$ cat config.mk
export PLATFORM = sky130hd
export DESIGN_NAME = astrio_fetch_queue
export DESIGN_NICKNAME = d
export VERILOG_FILES = /design/src/rtl/astrio_fetch_queue.sv
export SDC_FILE = /design/constraint.sdc
export NUM_CORES = 1
export LEC_CHECK = 0
export ABC_AREA = 1
export CAP_MARGIN = 30
export CORE_ASPECT_RATIO = 1.75
export CORE_MARGIN = 1
export CORE_UTILIZATION = 35
export DETAILED_ROUTE_END_ITERATION = 7
export GPL_TIMING_DRIVEN = 0
export MAX_ROUTING_LAYER = met4
export PLACE_DENSITY_LB_ADDON = 0.12
export SETUP_SLACK_MARGIN = 0.3
export SYNTH_ARGS = -nofsm -noshare
export SYNTH_HDL_FRONTEND = slang
export SYNTH_SLANG_ARGS = --single-unit
$ cat constraint.sdc
create_clock -name clk -period 3.6 [get_ports clk]
set_clock_uncertainty 0.2 [all_clocks]
set_input_delay 0.72 -clock clk [delete_from_list [all_inputs] [get_ports clk]]
set_output_delay 0.72 -clock clk [all_outputs]
set_load 0.02 [all_outputs]
$ cat src/rtl/astrio_fetch_queue.sv
// astrio_fetch_queue: sequential imem fetch with an in-order in-flight tracker feeding a DEPTH-entry {inst, pc} FIFO toward ID.
// Latency: a response is written at its edge and is visible on out_* from the FIFO head register; redirects flush and kill in-flight work.
// Backpressure: out_ready stalls the head; requests stop when FIFO occupancy plus in-flight would exceed DEPTH. Optional ASTRIO_FQ_STATS_EN adds counters.
module astrio_fetch_queue #(
    parameter int ADDR_W = 32,
    parameter int INST_W = 32,
    parameter int DEPTH = 4,
    parameter int MAX_OUT = 2,
    parameter logic [ADDR_W-1:0] RESET_PC = '0
) (
    input  logic                         clk,
    input  logic                         rst,
    input  logic                         redirect_valid,
    input  logic [ADDR_W-1:0]            redirect_pc,
    output logic                         mem_req_valid,
    output logic [ADDR_W-1:0]            mem_req_addr,
    input  logic                         mem_req_ready,
    input  logic                         mem_resp_valid,
    input  logic [INST_W-1:0]            mem_resp_inst,
    output logic                         out_valid,
    output logic [INST_W-1:0]            out_inst,
    output logic [ADDR_W-1:0]            out_pc,
    output logic [ADDR_W-1:0]            out_inc_pc,
    input  logic                         out_ready,
    output logic [$clog2(DEPTH+1)-1:0]   count,
    output logic [31:0]                  stat_redirects,
    output logic [31:0]                  stat_dropped
);
    localparam int CW = $clog2(DEPTH + 1);
    localparam int PW = $clog2(DEPTH);
    localparam int OW = $clog2(MAX_OUT + 1);
    localparam int TW = (MAX_OUT > 1) ? $clog2(MAX_OUT) : 1;

    logic [ADDR_W-1:0] fetch_pc;
    logic [INST_W-1:0] fifo_inst [DEPTH];
    logic [ADDR_W-1:0] fifo_pc [DEPTH];
    logic [PW-1:0]     rd_ptr, wr_ptr;
    logic [CW-1:0]     count_q;
    logic [ADDR_W-1:0] trk_pc [MAX_OUT];
    logic [MAX_OUT-1:0] trk_killed;
    logic [TW-1:0]     trk_head, trk_tail;
    logic [OW-1:0]     outstanding;
    logic [31:0]       inflight;
    logic              req_fire, resp_take, resp_keep, pop;
    logic [1:0]        unused_redirect_lsb;

    function automatic logic [TW-1:0] trk_next(input logic [TW-1:0] i);
        return (i == TW'(MAX_OUT - 1)) ? '0 : i + TW'(1);
    endfunction

    assign unused_redirect_lsb = redirect_pc[1:0];
    assign inflight = 32'(count_q) + 32'(outstanding);

    // Gated by rst so no request is presented while the block is held in reset.
    assign mem_req_valid = rst && !redirect_valid && (inflight < 32'(DEPTH))
                           && (32'(outstanding) < 32'(MAX_OUT));
    assign mem_req_addr  = fetch_pc;
    assign req_fire      = mem_req_valid && mem_req_ready;
    assign resp_take     = mem_resp_valid && (outstanding != '0);
    assign resp_keep     = resp_take && !redirect_valid && !trk_killed[trk_head];
    assign out_valid     = (count_q != '0);
    assign pop           = out_valid && out_ready && !redirect_valid;
    assign out_inst      = fifo_inst[rd_ptr];
    assign out_pc        = fifo_pc[rd_ptr];
    assign out_inc_pc    = out_pc + ADDR_W'(4);
    assign count         = count_q;

    always_ff @(posedge clk or negedge rst) begin
        if (!rst) begin
            fetch_pc    <= RESET_PC;
            rd_ptr      <= '0;
            wr_ptr      <= '0;
            count_q     <= '0;
            trk_head    <= '0;
            trk_tail    <= '0;
            outstanding <= '0;
            trk_killed  <= '0;
        end else begin
            if (resp_take)
                trk_head <= trk_next(trk_head);
            if (req_fire) begin
                trk_tail <= trk_next(trk_tail);
                fetch_pc <= fetch_pc + ADDR_W'(4);
            end
            outstanding <= outstanding + OW'(req_fire) - OW'(resp_take);
            if (redirect_valid) begin
                // No request can fire in a redirect cycle, so killing every slot is safe.
                fetch_pc   <= {redirect_pc[ADDR_W-1:2], 2'b00};
                trk_killed <= '1;
                wr_ptr     <= rd_ptr;
                count_q    <= '0;
            end else begin
                if (req_fire)
                    trk_killed[trk_tail] <= 1'b0;
                if (pop)
                    rd_ptr <= rd_ptr + PW'(1);
                if (resp_keep)
                    wr_ptr <= wr_ptr + PW'(1);
                count_q <= count_q + CW'(resp_keep) - CW'(pop);
            end
        end
    end

    always_ff @(posedge clk or negedge rst) begin
        if (!rst) begin
            for (int i = 0; i < DEPTH; i++) begin
                fifo_inst[i] <= '0;
                fifo_pc[i]   <= '0;
            end
        end else if (resp_keep) begin
            fifo_inst[wr_ptr] <= mem_resp_inst;
            fifo_pc[wr_ptr]   <= trk_pc[trk_head];
        end
    end

    always_ff @(posedge clk) begin
        if (req_fire)
            trk_pc[trk_tail] <= fetch_pc;
    end

`ifdef ASTRIO_FQ_STATS_EN
    logic        resp_drop;
    logic [31:0] redirects_q, dropped_q;

    assign resp_drop = resp_take && !resp_keep;

    always_ff @(posedge clk or negedge rst) begin
        if (!rst) begin
            redirects_q <= '0;
            dropped_q   <= '0;
        end else begin
            if (redirect_valid && (redirects_q != '1))
                redirects_q <= redirects_q + 32'd1;
            if (resp_drop && (dropped_q != '1))
                dropped_q <= dropped_q + 32'd1;
        end
    end

    assign stat_redirects = redirects_q;
    assign stat_dropped   = dropped_q;
`else
    assign stat_redirects = '0;
    assign stat_dropped   = '0;
`endif

endmodule
# Word level (Yosys, flattened, before mapping)
# Memory sizes are Yosys's and may differ from the RTL's.
# Index checks and enable logic that the tools add are counted.
[classes] add_sub_neg=11 n_lt_le_gt_ge=8 muxes=25 bitwise_logic=5 n_reduce_logical=18
[op_table] op="128-bit bitwise mux" count=2
[op_table] op="32-bit two-way mux" count=7
[op_table] op="32-bit binary-select mux with 2-bit select" count=2
[op_table] op="32-bit by 3-bit adder with 32-bit output, second input constant" count=2
[op_table] op="32-bit demux with 2-bit select" count=1
[op_table] op="1-bit logical AND" count=11
[op_table] op="2-bit two-way mux" count=4
[op_table] op="1-bit two-way mux" count=7
[op_table] op="3-bit >= comparator, second input constant" count=2
[op_table] op="2-bit NOT with 3-bit output" count=2
[op_table] op="2-bit nonzero test" count=3
[op_table] op="2-bit by 1-bit adder with 2-bit output, second input constant" count=2
[op_table] op="3-bit by 2-bit adder with 4-bit output" count=1
[op_table] op="1-bit by 2-bit less-than comparator with 1-bit output, second input constant" count=2
[op_table] op="4-bit by 3-bit less-than comparator with 1-bit output, second input constant" count=1
[op_table] op="3-bit by 1-bit adder with 3-bit output" count=1
[op_table] op="3-bit by 1-bit less-than comparator with 1-bit output, second input constant" count=1
[op_table] op="3-bit two-way mux" count=1
[op_table] op="3-bit nonzero test" count=1
[op_table] op="3-bit by 1-bit subtractor with 3-bit output" count=1
[op_table] op="1-bit adder, second input constant" count=2
[op_table] op="2-bit by 1-bit adder with 2-bit output" count=1
[op_table] op="2-bit AND" count=1
[op_table] op="1-bit zero test" count=2
[op_table] op="other kinds (7)" count=7
[totals] register_bits=301 mem_bits_rw=64 in_bits=70 output_inout_bits=197 elab_cells=84 n_memories=1
[mem_list] name="trk_pc" words=2 word_bits=32 rd=1 rd_clocked_by_memory_dff=0 wr=1 line_no="39" text="logic [ADDR_W-1:0] trk_pc [MAX_OUT];"

# Longest topological paths before layout
[depth] word_depth=8 mapped_depth=14 mapped_depth_nobuf=13

# Worst setup path before layout
# OpenSTA, ideal clock, no wires.
[synth_path] kind="input to register" from="input port redirect_valid" to="memory trk_pc[0][10], enable pin" arrival_time_ns=3.192 required_ns=2.983 setup_slack_ns=-0.209 stages=7 path_cell_list="buf_2 -> or2_1 -> nor3_2 -> nand2_2 -> buf_6 -> buf_6 -> nor2_1"
[synth_via] elab_chain_cells=7
[synth_rtl] item="from (decl)" line_no="13" text="input logic redirect_valid,"
[synth_rtl] item="1-bit zero test" line_no="55" text="assign mem_req_valid = rst && !redirect_valid && (inflight < 32'(DEPTH))"
[synth_rtl] item="1-bit logical AND (2 in series)" line_no="55"
[synth_rtl] item="1-bit logical AND" line_no="56" text="&& (32'(outstanding) < 32'(MAX_OUT));"
[synth_rtl] item="named net mem_req_valid" line_no="15" text="output logic mem_req_valid,"
[synth_rtl] item="1-bit logical AND" line_no="58" text="assign req_fire = mem_req_valid && mem_req_ready;"
[synth_rtl] item="1-bit two-way mux" line_no="117" text="if (req_fire)"
[synth_rtl] item="1-bit two-way mux (implied by the code)" line_no="118" text="trk_pc[trk_tail] <= fetch_pc;"
[synth_rtl] item="to (decl)" line_no="39"
# The timed path passes the listed nets, and every way through them passes these cells.

# Final worst setup path
[layout_path] from="register rd_ptr[0]" to="output port out_inc_pc[25]"
[layout_via] elab_chain_cells=5
[layout_rtl] item="from (decl)" line_no="37" text="logic [PW-1:0] rd_ptr, wr_ptr;"
[layout_rtl] item="from (signal assigned)" line_no="96" text="rd_ptr <= rd_ptr + PW'(1);"
[layout_rtl] item="2-bit NOT with 3-bit output (implied by the code)" line_no="64" text="assign out_pc = fifo_pc[rd_ptr];"
[layout_rtl] item="32-bit binary-select mux with 2-bit select" line_no="64"
[layout_rtl] item="32-bit two-way mux (implied by the code) (2 in series)" line_no="64"
[layout_rtl] item="32-bit by 3-bit adder with 32-bit output" line_no="65" text="assign out_inc_pc = out_pc + ADDR_W'(4);"
[layout_rtl] item="to (decl)" line_no="23" text="output logic [ADDR_W-1:0] out_inc_pc,"
# No other way between the ends. The select of a mux whose other input is x is not followed.

==> flow_summary.rst <==
.. list-table::
   :header-rows: 1

   * - Metric
     - Value
   * - WP data arrival
     - 2.68 ns
   * - H-tree depth reported by CTS
     - 2
   * - Area enclosed by the die boundary
     - 51,500 um^2
   * - Compound-Gate Fraction of Synth Area
     - 12.2%
   * - Die Wd
     - 172 um
   * - Post-layout min period
     - 3.60 ns
   * - Initial antenna violation count
     - 3
   * - Final setup fails
     - 0
   * - Total number of vias
     - 16.1k
   * - Router iterations before antenna repair
     - 7
   * - Max Buffers Root-to-Sink
     - 3
   * - Parity-gate share of the synthesized area counting xor and xnor cells
     - 1.93%
   * - Gr ovfl total
     - 0
   * - EDFF count, synth
     - 60
   * - Area added between synthesis and finish
     - 33.2%
   * - Aggregate global-route resource usage
     - 25.4%
   * - Clock latency reported for the late side of the worst-skew pair
     - 0.54 ns
   * - Placed cell count
     - 3,125
   * - Worst r2r path cells
     - 7
   * - Number of DRC violations after detailed-routing iteration 0
     - 675
   * - Highest fanout seen on the critical path
     - 8
   * - Largest vdd supply drop
     - 0.535 mV
   * - Number of nets in the layout
     - 2,639
   * - Crit start category
     - flip-flop
   * - Clock tree from TritonCTS
     - done
   * - Register area share after synthesis
     - 51.4%
   * - Die Y
     - 299 um
   * - Total I/O pin count
     - 267
   * - Adder-cell share of the synthesized area
     - 0.892%
   * - Violations in the final reports
     - hold timing
   * - Pwr dens
     - 945 nW/um^2
   * - Via density
     - 4.97
   * - Count of placed standard cells in the final layout, fillers left out
     - 3,245
   * - Distinct cell type count after synthesis
     - 40
   * - Post-synthesis instance area
     - 17,700 um^2
   * - DRC viols
     - 0
   * - Placer congestion estimate
     - 0.925
   * - Core Footprint
     - 49,700 um^2
   * - Max_slew headroom
     - 38.1%
   * - Remaining antenna violation count after routing
     - 0
   * - Area share of the largest cell type after synthesis
     - 41.2%
   * - Number of buffers added on ports
     - 194
   * - Routed wire length
     - 63.4 mm
   * - RSZ-0062 raised after global routing
     - yes
   * - Primary flip-flop cell chosen by synthesis mapping
     - sky130_fd_sc_hd__dfrtp_1
   * - Peak Freq
     - 278 MHz
   * - Wire length of the first global-routing pass
     - 95.0 mm
   * - Crit Reg-Reg Endpoint
     - trk_pc[1][24]
   * - CTS root buf
     - sky130_fd_sc_hd__clkbuf_16
   * - Area contributors post-synth
     - sky130_fd_sc_hd__dfrtp_1 (41%), sky130_fd_sc_hd__nand2_1 (15%), sky130_fd_sc_hd__edfxtp_1 (10%), sky130_fd_sc_hd__o21ai_0 (5.9%), sky130_fd_sc_hd__nor2_1 (5.3%)
   * - Library cell with the largest summed area after synthesis
     - sky130_fd_sc_hd__dfrtp_1
   * - Maximum number of pins on one net before global-route repair
     - 104
   * - Synthesized netlist cell count
     - 2,200
   * - Leakage power figure
     - 11.1 nW
   * - Hold Path Class
     - in2async
   * - Warnings, synthesis
     - 0
   * - Combinational family with the most area after synthesis
     - simple AND/OR/NAND/NOR gates
   * - Measured slew at the worst slew-check pin
     - 0.926 ns
   * - Worst-path clk slew
     - 0.07 ns
   * - Layout fillers
     - 4,901
   * - Period utilisation layout
     - 99.9%
   * - Share of final-layout standard cells stronger than drive strength 1
     - 18.3%
   * - Critical path data required time
     - 2.68 ns
   * - Detailed placement HPWL
     - 47.0 mm
   * - Run status
     - finished, violations left
   * - R2R setup slack
     - 0.73 ns
   * - Effective utilization at floorplan
     - 35.6%
   * - Kind of end point of the critical path
     - output port
   * - Clock sink count
     - 351
   * - Most numerous cell types in the synthesized netlist
     - sky130_fd_sc_hd__nand2_1 (693), sky130_fd_sc_hd__dfrtp_1 (291), sky130_fd_sc_hd__nor2_1 (252)
   * - Asr flop ratio synth
     - 82.9%
   * - Final Hold Vio Count
     - 4
   * - Most used standard cell by instance count after synthesis
     - sky130_fd_sc_hd__nand2_1
   * - Average size of a mapped cell
     - 8.04 um^2
   * - Number of global-route vias before repair
     - 16.2k
   * - Origin of the critical flop-to-flop path
     - count[1]
   * - Final Hold Slack
     - -0.0137 ns
   * - Number of standard-cell rows in the floorplan
     - 108
   * - Synthesis-stage register bit count
     - 351
   * - Max Cap Violations
     - 0
   * - Category of the critical setup timing path
     - reg2out
   * - Post-Synth Simple-Gate Area
     - 24.6%
   * - Slew Limit Fails
     - 0
   * - WL/cell
     - 19.5 um
   * - TritonCTS Buffers
     - 34
   * - Post-Layout Inst Area
     - 23,600 um^2
   * - Placed cell areas
     - 20,800 um^2
   * - Share of synthesized area spent on multiplexers
     - 0%
[state kept, by name (all words and copies together) (netlist names)]
register      flops
mem_req_addr     30
rd_ptr            2
trk_killed        2
trk_tail          1
outstanding       2
trk_head          1
trk_pc           60
fifo_inst       128
fifo_pc         120
wr_ptr            2
count             3
[layout make-up]
class / instances / area, um^2 / share of cell area, %
Antenna cell: 3 / 7.51 / 0.0319
Buffer: 185 / 1420 / 6.02
Clock buffer: 41 / 950 / 4.03
Clock inverter: 20 / 245 / 1.04
Inverter: 132 / 510 / 2.17
Multi-Input combinational cell: 1602 / 7910 / 33.6
Sequential cell: 351 / 9080 / 38.6
Tap cell: 660 / 826 / 3.51
Timing Repair Buffer: 251 / 2600 / 11.0
[kinds of logic (layout without fill, tap and decap cells)]
kind of cell / Yosys count / after routing
DFF: 351 / 351
adders and majority gates: 12 / 12
AOI/OAI and AO/OA: 391 / 391
xor gates and xnor gates: 39 / 39
buffers and inverters: 317 / 629
other: 1 / 73
and+or+nand+nor: 1089 / 1090
[through the flow]
stage	setup TNS, ns	utilization, %	setup slack [ns]	total power [W]
6_report	0	47.4	0.00253	0.0223
2_1_floorplan	0	-	0.301	0.0122
4_1_cts	0	45.9	0.0300	0.0214
3_3_place_gp	-4353.96	41.7	-11.43	0.0165
5_1_grt	-0.790	47.4	-0.0869	0.0237
3_5_place_dp	-38.17	41.8	-0.502	0.0167
[power by group]
| part | total [W] | internal, W | switching [W] | leakage, nW |
|---|---|---|---|---|
| clock network | 0.00386 | 0.00221 | 0.00165 | 0.588 |
| registers | 0.00621 | 0.00537 | 0.000836 | 4.20 |
| logic | 0.0122 | 0.00485 | 0.00734 | 6.30 |
| total | 0.0223 | 0.0124 | 0.00983 | 11.1 |
[worst max-delay path by stage]
stage                   start              to  cells after the start
2_1_floorplan  redirect_valid   trk_pc[0][10]                      7
3_3_place_gp              rst    fifo_pc[102]                      1
3_5_place_dp        rd_ptr[1]     out_inst[6]                      7
4_1_cts             rd_ptr[0]  out_inc_pc[28]                     14
5_1_grt             rd_ptr[0]  out_inc_pc[29]                     17
6_report            rd_ptr[0]  out_inc_pc[25]                     16
[repair_timing]
action / in CTS / in global routing
resized for setup: 492 / 159
setup endpoints to repair: 144 / 92
setup buffers: 31 / 16
gates cloned: 2 / 4
endpoints found under the hold margin: 86 / 59
pin swaps: 37 / 55
[cell usage in the layout, fill, tap and decap left out, drive strengths merged, types with 5 or more instances in the layout]
cell	n
a21oi	5
a31oi	92
buf	248
clkbuf	97
clkdlybuf4s50	106
clkinv	10
conb	70
dfrtp	291
dlygate4sd2	9
dlymetal6s2s	14
edfxtp	60
ha	11
inv	137
nand2	701
nand3	101
nand4	10
nor2	262
nor3	9
o211ai	10
o21ai	249
o22ai	32
xnor2	6
xor2	33
[layer usage]
layer / up-vias / global-route usage (%) / share of wire [%]
met1: 7628 / 25.4 / 35
li1: 7760 / - / -
met2: 577 / 46.9 / 55
met3: 159 / 3.80 / 5.6
met5: - / - / 0
met4: 0 / 12.5 / 5.2
[critical path, stage by stage (launching register included)]
cell                      delay, ns
sky130_fd_sc_hd__dfrtp_1       0.40
sky130_fd_sc_hd__buf_12        0.16
sky130_fd_sc_hd__buf_12        0.15
sky130_fd_sc_hd__buf_12        0.12
sky130_fd_sc_hd__o21ai_2       0.14
sky130_fd_sc_hd__nand2_2       0.09
sky130_fd_sc_hd__inv_2         0.09
sky130_fd_sc_hd__buf_4         0.11
sky130_fd_sc_hd__buf_6         0.09
sky130_fd_sc_hd__buf_6         0.10
sky130_fd_sc_hd__nand2_8       0.07
sky130_fd_sc_hd__nor2_4        0.15
sky130_fd_sc_hd__buf_6         0.12
sky130_fd_sc_hd__nand3_2       0.06
sky130_fd_sc_hd__nand2_1       0.06
sky130_fd_sc_hd__nand2_1       0.07
sky130_fd_sc_hd__buf_6         0.14
Note: power is estimated with default switching activity, not from simulation.
